`src/rtl/ctrl_pkg.sv`:
```
// ctrl_pkg: shared definitions for the Mini-SRC control sequencer.
//   - opcode values (IR[31:27])
//   - bit positions inside the packed control word
//   - sequencer state encoding (T0..T7 carry their step number in bits [2:0])
//   - instruction class enumeration produced by opcode_class_decode
package ctrl_pkg;

    localparam int CTRL_W = 27;
    localparam int OP_W   = 5;

    // Opcodes
    localparam logic [OP_W-1:0] OP_LD   = 5'b00000;
    localparam logic [OP_W-1:0] OP_LDI  = 5'b00001;
    localparam logic [OP_W-1:0] OP_ST   = 5'b00010;
    localparam logic [OP_W-1:0] OP_ADD  = 5'b00011;
    localparam logic [OP_W-1:0] OP_SUB  = 5'b00100;
    localparam logic [OP_W-1:0] OP_AND  = 5'b00101;
    localparam logic [OP_W-1:0] OP_OR   = 5'b00110;
    localparam logic [OP_W-1:0] OP_SHR  = 5'b00111;
    localparam logic [OP_W-1:0] OP_SHRA = 5'b01000;
    localparam logic [OP_W-1:0] OP_SHL  = 5'b01001;
    localparam logic [OP_W-1:0] OP_ROR  = 5'b01010;
    localparam logic [OP_W-1:0] OP_ROL  = 5'b01011;
    localparam logic [OP_W-1:0] OP_ADDI = 5'b01100;
    localparam logic [OP_W-1:0] OP_ANDI = 5'b01101;
    localparam logic [OP_W-1:0] OP_ORI  = 5'b01110;
    localparam logic [OP_W-1:0] OP_MUL  = 5'b01111;
    localparam logic [OP_W-1:0] OP_DIV  = 5'b10000;
    localparam logic [OP_W-1:0] OP_NEG  = 5'b10001;
    localparam logic [OP_W-1:0] OP_NOT  = 5'b10010;
    localparam logic [OP_W-1:0] OP_BR   = 5'b10011;
    localparam logic [OP_W-1:0] OP_JR   = 5'b10100;
    localparam logic [OP_W-1:0] OP_JAL  = 5'b10101;
    localparam logic [OP_W-1:0] OP_IN   = 5'b10110;
    localparam logic [OP_W-1:0] OP_OUT  = 5'b10111;
    localparam logic [OP_W-1:0] OP_MFHI = 5'b11000;
    localparam logic [OP_W-1:0] OP_MFLO = 5'b11001;
    localparam logic [OP_W-1:0] OP_NOP  = 5'b11010;
    localparam logic [OP_W-1:0] OP_HALT = 5'b11011;

    // ALU select used outside the execute steps (address/PC arithmetic)
    localparam logic [OP_W-1:0] ALU_ADD = OP_ADD;

    // Control word bit positions
    localparam int PCout     = 0;
    localparam int MARin     = 1;
    localparam int IncPC_b   = 2;
    localparam int Zin       = 3;
    localparam int Zlowout   = 4;
    localparam int Zhighout  = 5;
    localparam int PCin      = 6;
    localparam int Read      = 7;
    localparam int Write     = 8;
    localparam int MDRin     = 9;
    localparam int MDRout    = 10;
    localparam int IRin      = 11;
    localparam int Gra       = 12;
    localparam int Grb       = 13;
    localparam int Grc       = 14;
    localparam int Rin       = 15;
    localparam int Rout      = 16;
    localparam int BAout     = 17;
    localparam int Cout      = 18;
    localparam int Yin       = 19;
    localparam int HIin      = 20;
    localparam int LOin      = 21;
    localparam int HIout     = 22;
    localparam int LOout     = 23;
    localparam int CONin     = 24;
    localparam int InPortout = 25;
    localparam int OutPortin = 26;

    // T0..T7 encode their step number directly; bit 3 marks the idle states.
    typedef enum logic [3:0] {
        T0       = 4'd0,
        T1       = 4'd1,
        T2       = 4'd2,
        T3       = 4'd3,
        T4       = 4'd4,
        T5       = 4'd5,
        T6       = 4'd6,
        T7       = 4'd7,
        RESET_ST = 4'd8,
        HALT     = 4'd9
    } state_e;

    typedef enum logic [3:0] {
        CL_ALU3   = 4'd0,
        CL_ALU2   = 4'd1,
        CL_MULDIV = 4'd2,
        CL_IMM    = 4'd3,
        CL_LD     = 4'd4,
        CL_ST     = 4'd5,
        CL_BR     = 4'd6,
        CL_JR     = 4'd7,
        CL_JAL    = 4'd8,
        CL_IN     = 4'd9,
        CL_OUT    = 4'd10,
        CL_MFHI   = 4'd11,
        CL_MFLO   = 4'd12,
        CL_NOP    = 4'd13,
        CL_HALT   = 4'd14
    } instr_class_e;

endpackage

```
`src/rtl/ctrl_sequencer_if.sv`:
```
// ctrl_sequencer_if: instruction/status inputs and control outputs of the
// sequencer. master = sequencer side, slave = datapath/environment side.
//   IR, CON_FF, Stop              : into the sequencer
//   ctrl, alu_opcode, IncPC, Run,
//   instr_done                    : out of the sequencer
interface ctrl_sequencer_if;
    logic [31:0]                 IR;
    logic                        CON_FF;
    logic                        Stop;
    logic [ctrl_pkg::CTRL_W-1:0] ctrl;
    logic [ctrl_pkg::OP_W-1:0]   alu_opcode;
    logic                        IncPC;
    logic                        Run;
    logic                        instr_done;

    modport master (
        input  IR, CON_FF, Stop,
        output ctrl, alu_opcode, IncPC, Run, instr_done
    );

    modport slave (
        output IR, CON_FF, Stop,
        input  ctrl, alu_opcode, IncPC, Run, instr_done
    );
endinterface

```
`src/rtl/ctrl_sequencer_opcode_class_decode.sv`:
```
// opcode_class_decode: combinational map from opcode to instruction class
// and the index of the final T-step of that class.
//   opcode      in  5 : IR[31:27]
//   instr_class out   : execute-sequence class
//   last_step   out 3 : step number (2..7) on which the instruction completes
module opcode_class_decode
    import ctrl_pkg::*;
(
    input  logic [OP_W-1:0] opcode,
    output instr_class_e    instr_class,
    output logic [2:0]      last_step
);

    // Class lookup; unknown opcodes behave as nop.
    always_comb begin
        instr_class = CL_NOP;
        case (opcode)
            OP_ADD, OP_SUB, OP_AND, OP_OR, OP_SHR,
            OP_SHRA, OP_SHL, OP_ROR, OP_ROL:     instr_class = CL_ALU3;
            OP_NEG, OP_NOT:                      instr_class = CL_ALU2;
            OP_MUL, OP_DIV:                      instr_class = CL_MULDIV;
            OP_ADDI, OP_ANDI, OP_ORI, OP_LDI:    instr_class = CL_IMM;
            OP_LD:                               instr_class = CL_LD;
            OP_ST:                               instr_class = CL_ST;
            OP_BR:                               instr_class = CL_BR;
            OP_JR:                               instr_class = CL_JR;
            OP_JAL:                              instr_class = CL_JAL;
            OP_IN:                               instr_class = CL_IN;
            OP_OUT:                              instr_class = CL_OUT;
            OP_MFHI:                             instr_class = CL_MFHI;
            OP_MFLO:                             instr_class = CL_MFLO;
            OP_HALT:                             instr_class = CL_HALT;
            default:                             instr_class = CL_NOP;
        endcase
    end

    // Final step per class.
    always_comb begin
        last_step = 3'd2;
        case (instr_class)
            CL_ALU3, CL_IMM:                 last_step = 3'd5;
            CL_ALU2, CL_JAL:                 last_step = 3'd4;
            CL_MULDIV, CL_BR:                last_step = 3'd6;
            CL_LD, CL_ST:                    last_step = 3'd7;
            CL_JR, CL_IN, CL_OUT,
            CL_MFHI, CL_MFLO:                last_step = 3'd3;
            default:                         last_step = 3'd2;
        endcase
    end

endmodule

```
`src/rtl/ctrl_sequencer.sv`:
```
// ctrl_sequencer: hard-wired Moore sequencer for the Mini-SRC datapath.
// Fetch in T0-T2, class-dependent execute in T3-T7, one instruction at a time.
//   clock  in : rising-edge clock
//   clear  in : asynchronous active-low reset
//   bus       : ctrl_sequencer_if.master (IR, CON_FF, Stop in;
//               ctrl, alu_opcode, IncPC, Run, instr_done out)
module ctrl_sequencer
    import ctrl_pkg::*;
(
    input  logic             clock,
    input  logic             clear,
    ctrl_sequencer_if.master bus
);

    state_e              state_r;
    state_e              next_state_s;
    instr_class_e        cls_s;
    logic [2:0]          last_step_s;
    logic                is_last_s;
    logic [CTRL_W-1:0]   ctrl_s;
    logic [OP_W-1:0]     opcode_s;
    logic                unused_ok_s;

    assign opcode_s = bus.IR[31:27];
    // Operand fields are consumed by the datapath; CON_FF feeds the ALU directly.
    assign unused_ok_s = ^{bus.IR[26:0], bus.CON_FF};

    opcode_class_decode u_decode (
        .opcode      (opcode_s),
        .instr_class (cls_s),
        .last_step   (last_step_s)
    );

    // Bit 3 clear means a T-step; its low bits are the step number.
    assign is_last_s = (state_r[3] == 1'b0) && (state_r[2:0] == last_step_s);

    // State register.
    always_ff @(posedge clock or negedge clear) begin
        if (!clear) begin
            state_r <= RESET_ST;
        end else begin
            state_r <= next_state_s;
        end
    end

    // Next-state logic.
    always_comb begin
        next_state_s = RESET_ST;
        case (state_r)
            RESET_ST: next_state_s = T0;
            HALT:     next_state_s = HALT;
            T0, T1, T2, T3, T4, T5, T6, T7: begin
                if (is_last_s) begin
                    if (bus.Stop || (cls_s == CL_HALT)) begin
                        next_state_s = HALT;
                    end else begin
                        next_state_s = T0;
                    end
                end else begin
                    next_state_s = state_e'(state_r + 4'd1);
                end
            end
            default:  next_state_s = RESET_ST;
        endcase
    end

    // Control word decode from state and instruction class.
    always_comb begin
        ctrl_s = {CTRL_W{1'b0}};
        case (state_r)
            T0: begin
                ctrl_s[PCout] = 1'b1; ctrl_s[MARin] = 1'b1;
                ctrl_s[IncPC_b] = 1'b1; ctrl_s[Zin] = 1'b1;
            end
            T1: begin
                ctrl_s[Zlowout] = 1'b1; ctrl_s[PCin] = 1'b1;
                ctrl_s[Read] = 1'b1; ctrl_s[MDRin] = 1'b1;
            end
            T2: begin
                ctrl_s[MDRout] = 1'b1; ctrl_s[IRin] = 1'b1;
            end
            T3: begin
                case (cls_s)
                    CL_ALU3:   begin ctrl_s[Grb] = 1'b1; ctrl_s[Rout] = 1'b1; ctrl_s[Yin] = 1'b1; end
                    CL_ALU2:   begin ctrl_s[Grb] = 1'b1; ctrl_s[Rout] = 1'b1; ctrl_s[Zin] = 1'b1; end
                    CL_MULDIV: begin ctrl_s[Gra] = 1'b1; ctrl_s[Rout] = 1'b1; ctrl_s[Yin] = 1'b1; end
                    CL_IMM: begin
                        ctrl_s[Grb] = 1'b1; ctrl_s[Yin] = 1'b1;
                        // ldi adds to the base-address bus so R0 reads as zero
                        if (opcode_s == OP_LDI) begin
                            ctrl_s[BAout] = 1'b1;
                        end else begin
                            ctrl_s[Rout] = 1'b1;
                        end
                    end
                    CL_LD, CL_ST: begin ctrl_s[Grb] = 1'b1; ctrl_s[BAout] = 1'b1; ctrl_s[Yin] = 1'b1; end
                    CL_BR:     begin ctrl_s[Gra] = 1'b1; ctrl_s[Rout] = 1'b1; ctrl_s[CONin] = 1'b1; end
                    CL_JR:     begin ctrl_s[Gra] = 1'b1; ctrl_s[Rout] = 1'b1; ctrl_s[PCin] = 1'b1; end
                    CL_JAL:    begin ctrl_s[PCout] = 1'b1; ctrl_s[Grb] = 1'b1; ctrl_s[Rin] = 1'b1; end
                    CL_IN:     begin ctrl_s[InPortout] = 1'b1; ctrl_s[Gra] = 1'b1; ctrl_s[Rin] = 1'b1; end
                    CL_OUT:    begin ctrl_s[Gra] = 1'b1; ctrl_s[Rout] = 1'b1; ctrl_s[OutPortin] = 1'b1; end
                    CL_MFHI:   begin ctrl_s[HIout] = 1'b1; ctrl_s[Gra] = 1'b1; ctrl_s[Rin] = 1'b1; end
                    CL_MFLO:   begin ctrl_s[LOout] = 1'b1; ctrl_s[Gra] = 1'b1; ctrl_s[Rin] = 1'b1; end
                    default:   ctrl_s = {CTRL_W{1'b0}};
                endcase
            end
            T4: begin
                case (cls_s)
                    CL_ALU3:   begin ctrl_s[Grc] = 1'b1; ctrl_s[Rout] = 1'b1; ctrl_s[Zin] = 1'b1; end
                    CL_ALU2:   begin ctrl_s[Zlowout] = 1'b1; ctrl_s[Gra] = 1'b1; ctrl_s[Rin] = 1'b1; end
                    CL_MULDIV: begin ctrl_s[Grb] = 1'b1; ctrl_s[Rout] = 1'b1; ctrl_s[Zin] = 1'b1; end
                    CL_IMM, CL_LD, CL_ST: begin ctrl_s[Cout] = 1'b1; ctrl_s[Zin] = 1'b1; end
                    CL_BR:     begin ctrl_s[PCout] = 1'b1; ctrl_s[Yin] = 1'b1; end
                    CL_JAL:    begin ctrl_s[Gra] = 1'b1; ctrl_s[Rout] = 1'b1; ctrl_s[PCin] = 1'b1; end
                    default:   ctrl_s = {CTRL_W{1'b0}};
                endcase
            end
            T5: begin
                case (cls_s)
                    CL_ALU3, CL_IMM: begin ctrl_s[Zlowout] = 1'b1; ctrl_s[Gra] = 1'b1; ctrl_s[Rin] = 1'b1; end
                    CL_MULDIV:    begin ctrl_s[Zlowout] = 1'b1; ctrl_s[LOin] = 1'b1; end
                    CL_LD, CL_ST: begin ctrl_s[Zlowout] = 1'b1; ctrl_s[MARin] = 1'b1; end
                    CL_BR:        begin ctrl_s[Cout] = 1'b1; ctrl_s[Zin] = 1'b1; end
                    default:      ctrl_s = {CTRL_W{1'b0}};
                endcase
            end
            T6: begin
                case (cls_s)
                    CL_MULDIV: begin ctrl_s[Zhighout] = 1'b1; ctrl_s[HIin] = 1'b1; end
                    CL_LD:     begin ctrl_s[Read] = 1'b1; ctrl_s[MDRin] = 1'b1; end
                    CL_ST:     begin ctrl_s[Gra] = 1'b1; ctrl_s[Rout] = 1'b1; ctrl_s[MDRin] = 1'b1; end
                    // PCin is unconditional: the ALU passes Y through when not taken
                    CL_BR:     begin ctrl_s[Zlowout] = 1'b1; ctrl_s[PCin] = 1'b1; end
                    default:   ctrl_s = {CTRL_W{1'b0}};
                endcase
            end
            T7: begin
                case (cls_s)
                    CL_LD:   begin ctrl_s[MDRout] = 1'b1; ctrl_s[Gra] = 1'b1; ctrl_s[Rin] = 1'b1; end
                    CL_ST:   begin ctrl_s[MDRout] = 1'b1; ctrl_s[Write] = 1'b1; end
                    default: ctrl_s = {CTRL_W{1'b0}};
                endcase
            end
            default: ctrl_s = {CTRL_W{1'b0}};
        endcase
    end

    assign bus.ctrl       = ctrl_s;
    assign bus.IncPC      = (state_r == T0);
    assign bus.Run        = (state_r != RESET_ST) && (state_r != HALT);
    assign bus.instr_done = is_last_s;
    // Execute steps (T3..T7) select the instruction's ALU function.
    assign bus.alu_opcode = ((state_r[3] == 1'b0) && (state_r[2:0] >= 3'd3)) ? opcode_s : ALU_ADD;

endmodule

```
`src/flat_wrapper.sv`:
```
// flat-port wrapper written by rule: the top's interface ports become plain ports
module ctrl_sequencer_flat import ctrl_pkg::*;
  (clock, clear, bus_IR, bus_CON_FF, bus_Stop, bus_ctrl, bus_alu_opcode, bus_IncPC, bus_Run, bus_instr_done);
  ctrl_sequencer_if bus_i ();
  input  logic clock;
  input  logic clear;
  input wire logic [$bits(bus_i.IR)-1:0] bus_IR;
  input wire logic [$bits(bus_i.CON_FF)-1:0] bus_CON_FF;
  input wire logic [$bits(bus_i.Stop)-1:0] bus_Stop;
  output wire logic [$bits(bus_i.ctrl)-1:0] bus_ctrl;
  output wire logic [$bits(bus_i.alu_opcode)-1:0] bus_alu_opcode;
  output wire logic [$bits(bus_i.IncPC)-1:0] bus_IncPC;
  output wire logic [$bits(bus_i.Run)-1:0] bus_Run;
  output wire logic [$bits(bus_i.instr_done)-1:0] bus_instr_done;
  assign bus_i.IR = bus_IR;
  assign bus_i.CON_FF = bus_CON_FF;
  assign bus_i.Stop = bus_Stop;
  assign bus_ctrl = bus_i.ctrl;
  assign bus_alu_opcode = bus_i.alu_opcode;
  assign bus_IncPC = bus_i.IncPC;
  assign bus_Run = bus_i.Run;
  assign bus_instr_done = bus_i.instr_done;
  ctrl_sequencer u_core (.clock(clock), .clear(clear), .bus(bus_i));
endmodule
```
`config.mk`:
```
export PLATFORM = sky130hd
export DESIGN_NAME = ctrl_sequencer_flat
export DESIGN_NICKNAME = d
export VERILOG_FILES = /design/src/rtl/ctrl_pkg.sv /design/src/rtl/ctrl_sequencer_if.sv /design/src/rtl/ctrl_sequencer_opcode_class_decode.sv /design/src/rtl/ctrl_sequencer.sv /design/src/flat_wrapper.sv
export SDC_FILE = /design/constraint.sdc
export NUM_CORES = 1
export LEC_CHECK = 0
export ABC_CLOCK_PERIOD_IN_PS = 4600
export CELL_PAD_IN_SITES_DETAIL_PLACEMENT = 2
export CELL_PAD_IN_SITES_GLOBAL_PLACEMENT = 2
export CORE_UTILIZATION = 20
export CTS_CLUSTER_DIAMETER = 60
export DETAILED_ROUTE_END_ITERATION = 12
export GPL_ROUTABILITY_DRIVEN = 0
export PLACE_DENSITY = 0.9
export SYNTH_ARGS = -nofsm -noshare
export SYNTH_HDL_FRONTEND = slang
export SYNTH_SLANG_ARGS = --single-unit
```
`constraint.sdc`:
```
create_clock -name clock -period 4.6 [get_ports clock]
set_input_delay 0.69 -clock clock [delete_from_list [all_inputs] [get_ports clock]]
set_output_delay 0.69 -clock clock [all_outputs]
set_load 0.1 [all_outputs]
```
==> results.toml, run 1 <==
[outcome]
outcome = "finished clean"

[global_route]
grt_use_met2_pct = 30.9
grtUsageMet3_pct = 1.48
grt_pass1_vias = 1799
globalRouteOverflowTotal = 0
busiest_layer = "met2"
grt_pass1_wl_mm = 9.41
grtUsageTotal_pct = 16.6
grt_util_met1_pct = 19.8
antenna_found_initial = 0
grt_max_degree = 13

[clock_network]
clk-insertion-delay-late_ns = 0.23
cts_buffers = 3
postCtsHoldBufs = 0
clockBufferDepth = 2
tritoncts = "done"
cts_root_buffer = "clkbuf_8"
htreeDepth = 1
clk_pin_slew_ns = 0.04
clock-sinks = 4

[timing]
period_needed_ns = 4.34
relSlewSlack_pct = 34.7
fin_ws_ns = 0.263
setup_viol = 0
period_share_pct = 94.3
finalHoldViolCount = 0
hold_slack_ns = 0.659
drv_slew = 0
max_freq_mhz = 231
tightest_slew_ns = 0.976
rsz0062_at_grt = "no"
finalClockSkew_ns = 0.0127

[routing]
ant_nets = 0
avgViaCountPerCell = 5.16
drt_wl_total_mm = 5.76
wl_per_cell_um = 17.9
drcViolationCount = 0
vias = 1662
drt_pre_antenna_iters = 4
drtIter0Drc = 54

[pwr]
power_density_nw_per_um2 = 523
clkPwrFrac_pct = 7.5
p_seq_share_pct = 8.6
p_int_uw = 389
swShare_pct = 64.6
vdd_drop_max_mv = 0.556
p_comb_share_pct = 83.9
p_switching_uw = 709
p_leak_nw = 0.903

[finish]
nets = 298
stdcell_count = 322
postLayoutCoreUtil_pct = 32.9
largestRegisters = "u_core.state_r (4)"
syn_to_final_growth_pct = 57.3
regMostFlops = "u_core.state_r"
antennaDiodeCount = 0
fillCellCount = 772
largest_reg_flops = 4
drive_gt1_share_pct = 22.9

[logic_synthesis]
netlist_instances = 202
synth_flop_cell = "dfrtp_1"
yosys_warnings = 0
synth.distinct_cells = 53
synth_top_area_share_pct = 15.0
syn_avg_cell_area_um2 = 6.60
synth_area_leaders = "ha_1, nand2_1, nor2_1"
synth-edff-count = 0
syn_nets = 254
netlist_top_cells_count = "nand2_1, nor2_1, ha_1"
yosysTopAreaCell = "ha_1"
async_flop_share_pct = 100
yosys_register_bits = 4
ys_seq_area_share_pct = 7.60
netlist_area_um2 = 1330

[worst_setup_path]
reg2reg_depth = 8
required_ns = 3.91
cp-start-kind = "primary input"
critPathTopFamily = "compound AO/OA/AOI/OAI gates"
r2r_start = "u_core.state_r[0]"
slowest_stage = "a221o_1"
slowest_delay_ns = 0.43
rrSetupSlack_ns = 2.47
r2r_end = "u_core.state_r[3]"
crit_buf_inv = 5
path_cells = "dlygate4sd2_1, inv_1, ha_1, a221o_1, inv_2, ha_1, inv_1, nor2_1, o21ai_0, a211o_1, a2111oi_4, and2_4, buf_12"
path_class = "primary input to output pin"
arrival_ns = 3.65
crit_path_max_fanout = 5
end_kind = "output pin"

[placed_design]
io_buffers = 42
place_ws_ns = -0.00119
hpwl_mm = 4.55
dp.cells = 316

[hold_path]
hp-class = "primary input to asynchronous set/reset pin"

[die]
io_pins = 71
dieArea_um2 = 7000
initial_core_util_pct = 20.9
core-area_um2 = 6390
fp-row-count = 29
die_y_um = 83.7
die_w_um = 83.7

[flow_run]
max-cap-violations = 0
placed cells by master (no fill, tap or decap), drive strengths merged, types with 2 or more instances in the layout:
| cell | netlist | final |
|---|---|---|
| a21oi | 11 | 11 |
| clkbuf | 6 | 4 |
| nand2b | 6 | 6 |
| and3 | 7 | 7 |
| nor4 | 2 | 2 |
| nor2b | 5 | 5 |
| nand4 | 3 | 3 |
| o211ai | 3 | 3 |
| nand3 | 13 | 13 |
| and2 | 8 | 8 |
| a21o | 3 | 3 |
| clkdlybuf4s50 | 0 | 11 |
| a211o | 2 | 2 |
| nand2 | 24 | 24 |
| o21bai | 2 | 2 |
| a2111oi | 2 | 2 |
| ha | 16 | 16 |
| dfrtp | 3 | 3 |
| nor2 | 24 | 24 |
| nor3 | 4 | 4 |
| o21ai | 14 | 14 |
| inv | 15 | 15 |
| buf | 6 | 38 |
logic make-up (layout without fill, tap and decap cells):
kind of cell | count (synthesis) | count (layout) | synth area share (%)
buffers and inverters | 27 | 70 | 8.72
adder cells (fa/ha/maj) | 16 | 16 | 15.0
flip-flops | 4 | 4 | 7.60
AO/OA/AOI/OAI | 52 | 52 | 29.9
XOR/XNOR | 2 | 2 | 1.31
AND/OR/NAND/NOR | 101 | 101 | 37.4
worst max path at each step:
stage | cells after the start | to | startpoint | slack, ns
global route | 13 | bus_instr_done | bus_IR[27] | 0.09
CTS | 13 | bus_instr_done | bus_IR[28] | 0.01
floorplan | 9 | bus_ctrl[4] | bus_IR[27] | 0.07
finish | 13 | bus_instr_done | bus_IR[27] | 0.26
detailed placement | 13 | bus_instr_done | bus_IR[27] | -0.001
global placement | 13 | bus_instr_done | bus_IR[27] | 0.13
metrics by stage:
stage / cell area [um^2] / power (mW) / TNS [ns]
3_3_place_gp: 2030 / 0.978 / 0
3_5_place_dp: 2030 / 1.00 / -0.00119
4_1_cts: 2080 / 1.10 / 0
2_1_floorplan: 1330 / 0.724 / 0
5_1_grt: 2100 / 1.15 / 0
6_report: 2100 / 1.10 / 0
metal layers:
| layer | wire length, um | vias up | share of wire (%) |
|---|---|---|---|
| met2 | 3070 | 33 | 53 |
| met3 | 118 | 12 | 2.0 |
| met1 | 2420 | 826 | 42 |
| met4 | 148 | 0 | 2.6 |
| li1 | - | 791 | - |
| met5 | 0 | - | 0 |
area by class of cell:
type                    count  area, um^2  area share (%)
multi-input cells         171        1120            53.4
flip-flops and latches      4         101            4.83
inverters                  15        56.3            2.68
clock buffers               4        45.0            2.15
well taps                  77        96.3            4.59
repair buffers             51         679            32.4
worst reg2reg max path, delay by kind of cell (launching register included):
| kind | cells | cell delay, ns |
|---|---|---|
| flip-flops | 1 | 0.55 |
| AND/OR/NAND/NOR | 2 | 0.28 |
| AO/OA/AOI/OAI | 5 | 1.05 |
| buffers and inverters | 1 | 0.18 |
power groups by stage:
| stage | Combinational [mW] | Sequential [mW] | Clock, mW |
|---|---|---|---|
| 2_1_floorplan | 0.664 | 0.0599 | 0 |
| 3_3_place_gp | 0.886 | 0.0914 | 0 |
| 3_5_place_dp | 0.907 | 0.0938 | 0 |
| 4_1_cts | 0.921 | 0.0942 | 0.0854 |
| 5_1_grt | 0.960 | 0.0982 | 0.0887 |
| 6_report | 0.921 | 0.0941 | 0.0825 |
repair_timing:
| action | 4_1_cts | 5_1_grt |
|---|---|---|
| gates cloned | 0 | 0 |
| pin swaps | 0 | 2 |
| setup buffers | 0 | 2 |
| endpoints found under the setup margin | 1 | 2 |
| resized for setup | 2 | 3 |
Note: power is estimated with default switching activity, not from simulation.
==> run 2: changes to the inputs <==
- CTS_BUF_LIST: unset -> sky130_fd_sc_hd__clkbuf_16
- PLACE_DENSITY: 0.9 -> 0.79
==> run 2 against run 1 <==
Effect of this change:
- maximum frequency shrank 1.2%
- critical path depth unchanged
- first-iteration DRC count fell by 37%
- worst hold slack improved by 0.0055 ns
- critical endpoint unchanged
- highest routed layer unchanged
- core utilization is 0.41 points higher
- final cell count fell by 0.62%
- total power increased by 2.7%
- clock power grew 66%
==> results.toml, run 2 (same netlist as run 1, synthesis figures left out) <==
[outcome]
outcome = "finished clean"

[timing]
tightest_slew_ns = 0.975
drv_slew = 0
fin_ws_ns = 0.211
period_share_pct = 95.4
max_freq_mhz = 228
period_needed_ns = 4.39
finalClockSkew_ns = 0.00385
relSlewSlack_pct = 34.8
hold_slack_ns = 0.664
finalHoldViolCount = 0
rsz0062_at_grt = "no"
setup_viol = 0

[placed_design]
placed_area_um2 = 2040
hpwl_mm = 4.22
place_ws_ns = -0.0276
dp.cells = 315
io_buffers = 42

[clock_network]
postCtsHoldBufs = 0
clk-insertion-delay-late_ns = 0.22
clockBufferDepth = 2
cts_buffers = 3
htreeDepth = 1
clock-sinks = 4
tritoncts = "done"
clk_pin_slew_ns = 0.03
cts_root_buffer = "clkbuf_16"

[die]
die_y_um = 83.7
fp-row-count = 29
dieArea_um2 = 7000
initial_core_util_pct = 20.9
core-area_um2 = 6390
io_pins = 71
die_w_um = 83.7

[global_route]
globalRouteOverflowTotal = 0
grtUsageTotal_pct = 15.3
antenna_found_initial = 0
grt_pass1_vias = 1703
grt_max_degree = 13
grt_pass1_wl_mm = 8.83

[routing]
wl_met3_um = 103
wl_per_cell_um = 16.0
ant_nets = 0
wl_met1_mm = 2.40
wl_met2_mm = 2.61
vias = 1639
avgViaCountPerCell = 5.12
top_layer = "met4"
drt_pre_antenna_iters = 4
drtIter0Drc = 34
drt_wl_total_mm = 5.12
drcViolationCount = 0

[finish]
final_cell_mix = "nor2_1, nand2_1, buf_12"
syn_to_final_growth_pct = 59.3
antennaDiodeCount = 0
regMostFlops = "u_core.state_r"
largestRegisters = "u_core.state_r (4)"
nets = 296
largest_reg_flops = 4
drive_gt1_share_pct = 21.4
fillCellCount = 728
stdcell_count = 320
stdcell_area_um2 = 2120

[pwr]
total_power_mw = 1.13
p_leak_nw = 0.909
power_density_nw_per_um2 = 531
vdd_drop_max_mv = 0.597

[hold_path]
hp-class = "primary input to asynchronous set/reset pin"

[worst_setup_path]
rrSetupSlack_ns = 2.58
crit_path_max_fanout = 4
path_class = "primary input to output pin"
reg2reg_depth = 8
cp-start-kind = "primary input"
r2r_start = "u_core.state_r[0]"
required_ns = 3.91
arrival_ns = 3.70
r2r_end = "u_core.state_r[3]"
end_kind = "output pin"

[flow_run]
max-cap-violations = 0
[run 2: changes by cell type in the layout (fill, tap and decap cells not counted), sizes merged]
cell	delta
buf	-2
clkbuf	-1
clkdlybuf4s50	+1
dlymetal6s2s	-1
inv	+1
[run 2: worst max-delay path by stage]
stage,start,to,cells after the start,slack (ns)
after detailed placement,bus_IR[27],bus_instr_done,13,-0.03
after CTS,bus_IR[28],bus_instr_done,13,0.08
after floorplan,bus_IR[27],bus_ctrl[4],9,0.07
final,bus_IR[28],bus_instr_done,13,0.21
after global routing,bus_IR[28],bus_instr_done,13,0.04
after global placement,bus_IR[27],bus_instr_done,13,0.12
[run 2: repair_timing]
action,in CTS,in global routing
setup buffers,0,1
setup endpoints to repair,1,1
gates resized for setup,2,0
gates cloned,0,0
pin swaps,0,1
[run 2: per-stage QoR]
stage / utilization (%) / TNS [ns]
global placement: 31.9 / 0
finish: 33.3 / 0
floorplan: - / 0
global route: 33.3 / 0
CTS: 33.2 / 0
detailed placement: 31.9 / -0.0276
[run 2: layout make-up]
cell class                      instances  area (um^2)  share of cell area [%]
Inverter                               15         56.3                    2.65
Clock inverter                          1         3.75                   0.177
Tap cell                               77         96.3                    4.53
Multi-Input combinational cell        171         1120                    52.6
Timing Repair Buffer                   49          674                    31.7
Clock buffer                            3         75.1                    3.53
Sequential cell                         4          101                    4.77
[run 2: report_power, final]
group          leakage (nW)  total, mW  internal [mW]  switching [mW]
combinational         0.816      0.897          0.273           0.623
sequential           0.0504     0.0944         0.0521          0.0424
clock                0.0423      0.137          0.112          0.0247
total                 0.909       1.13          0.438           0.690
[run 2: metal layers]
metal | GRT usage (%) | vias to the layer above
li1 | - | 792
met1 | 20.5 | 813
met2 | 27.1 | 32
met3 | 1.29 | 2
met4 | 2.16 | 0
met5 | 0 | -
[run 2: worst max-delay path, cell delays in order]
cell and delay [ns]:
clkdlybuf4s50_1 0.54, inv_1 0.10, ha_1 0.30, a221o_1 0.38
inv_1 0.13, ha_1 0.19, inv_1 0.09, nor2_1 0.11
o21ai_0 0.10, a211o_1 0.33, a2111oi_4 0.32, and2_4 0.23
buf_12 0.17
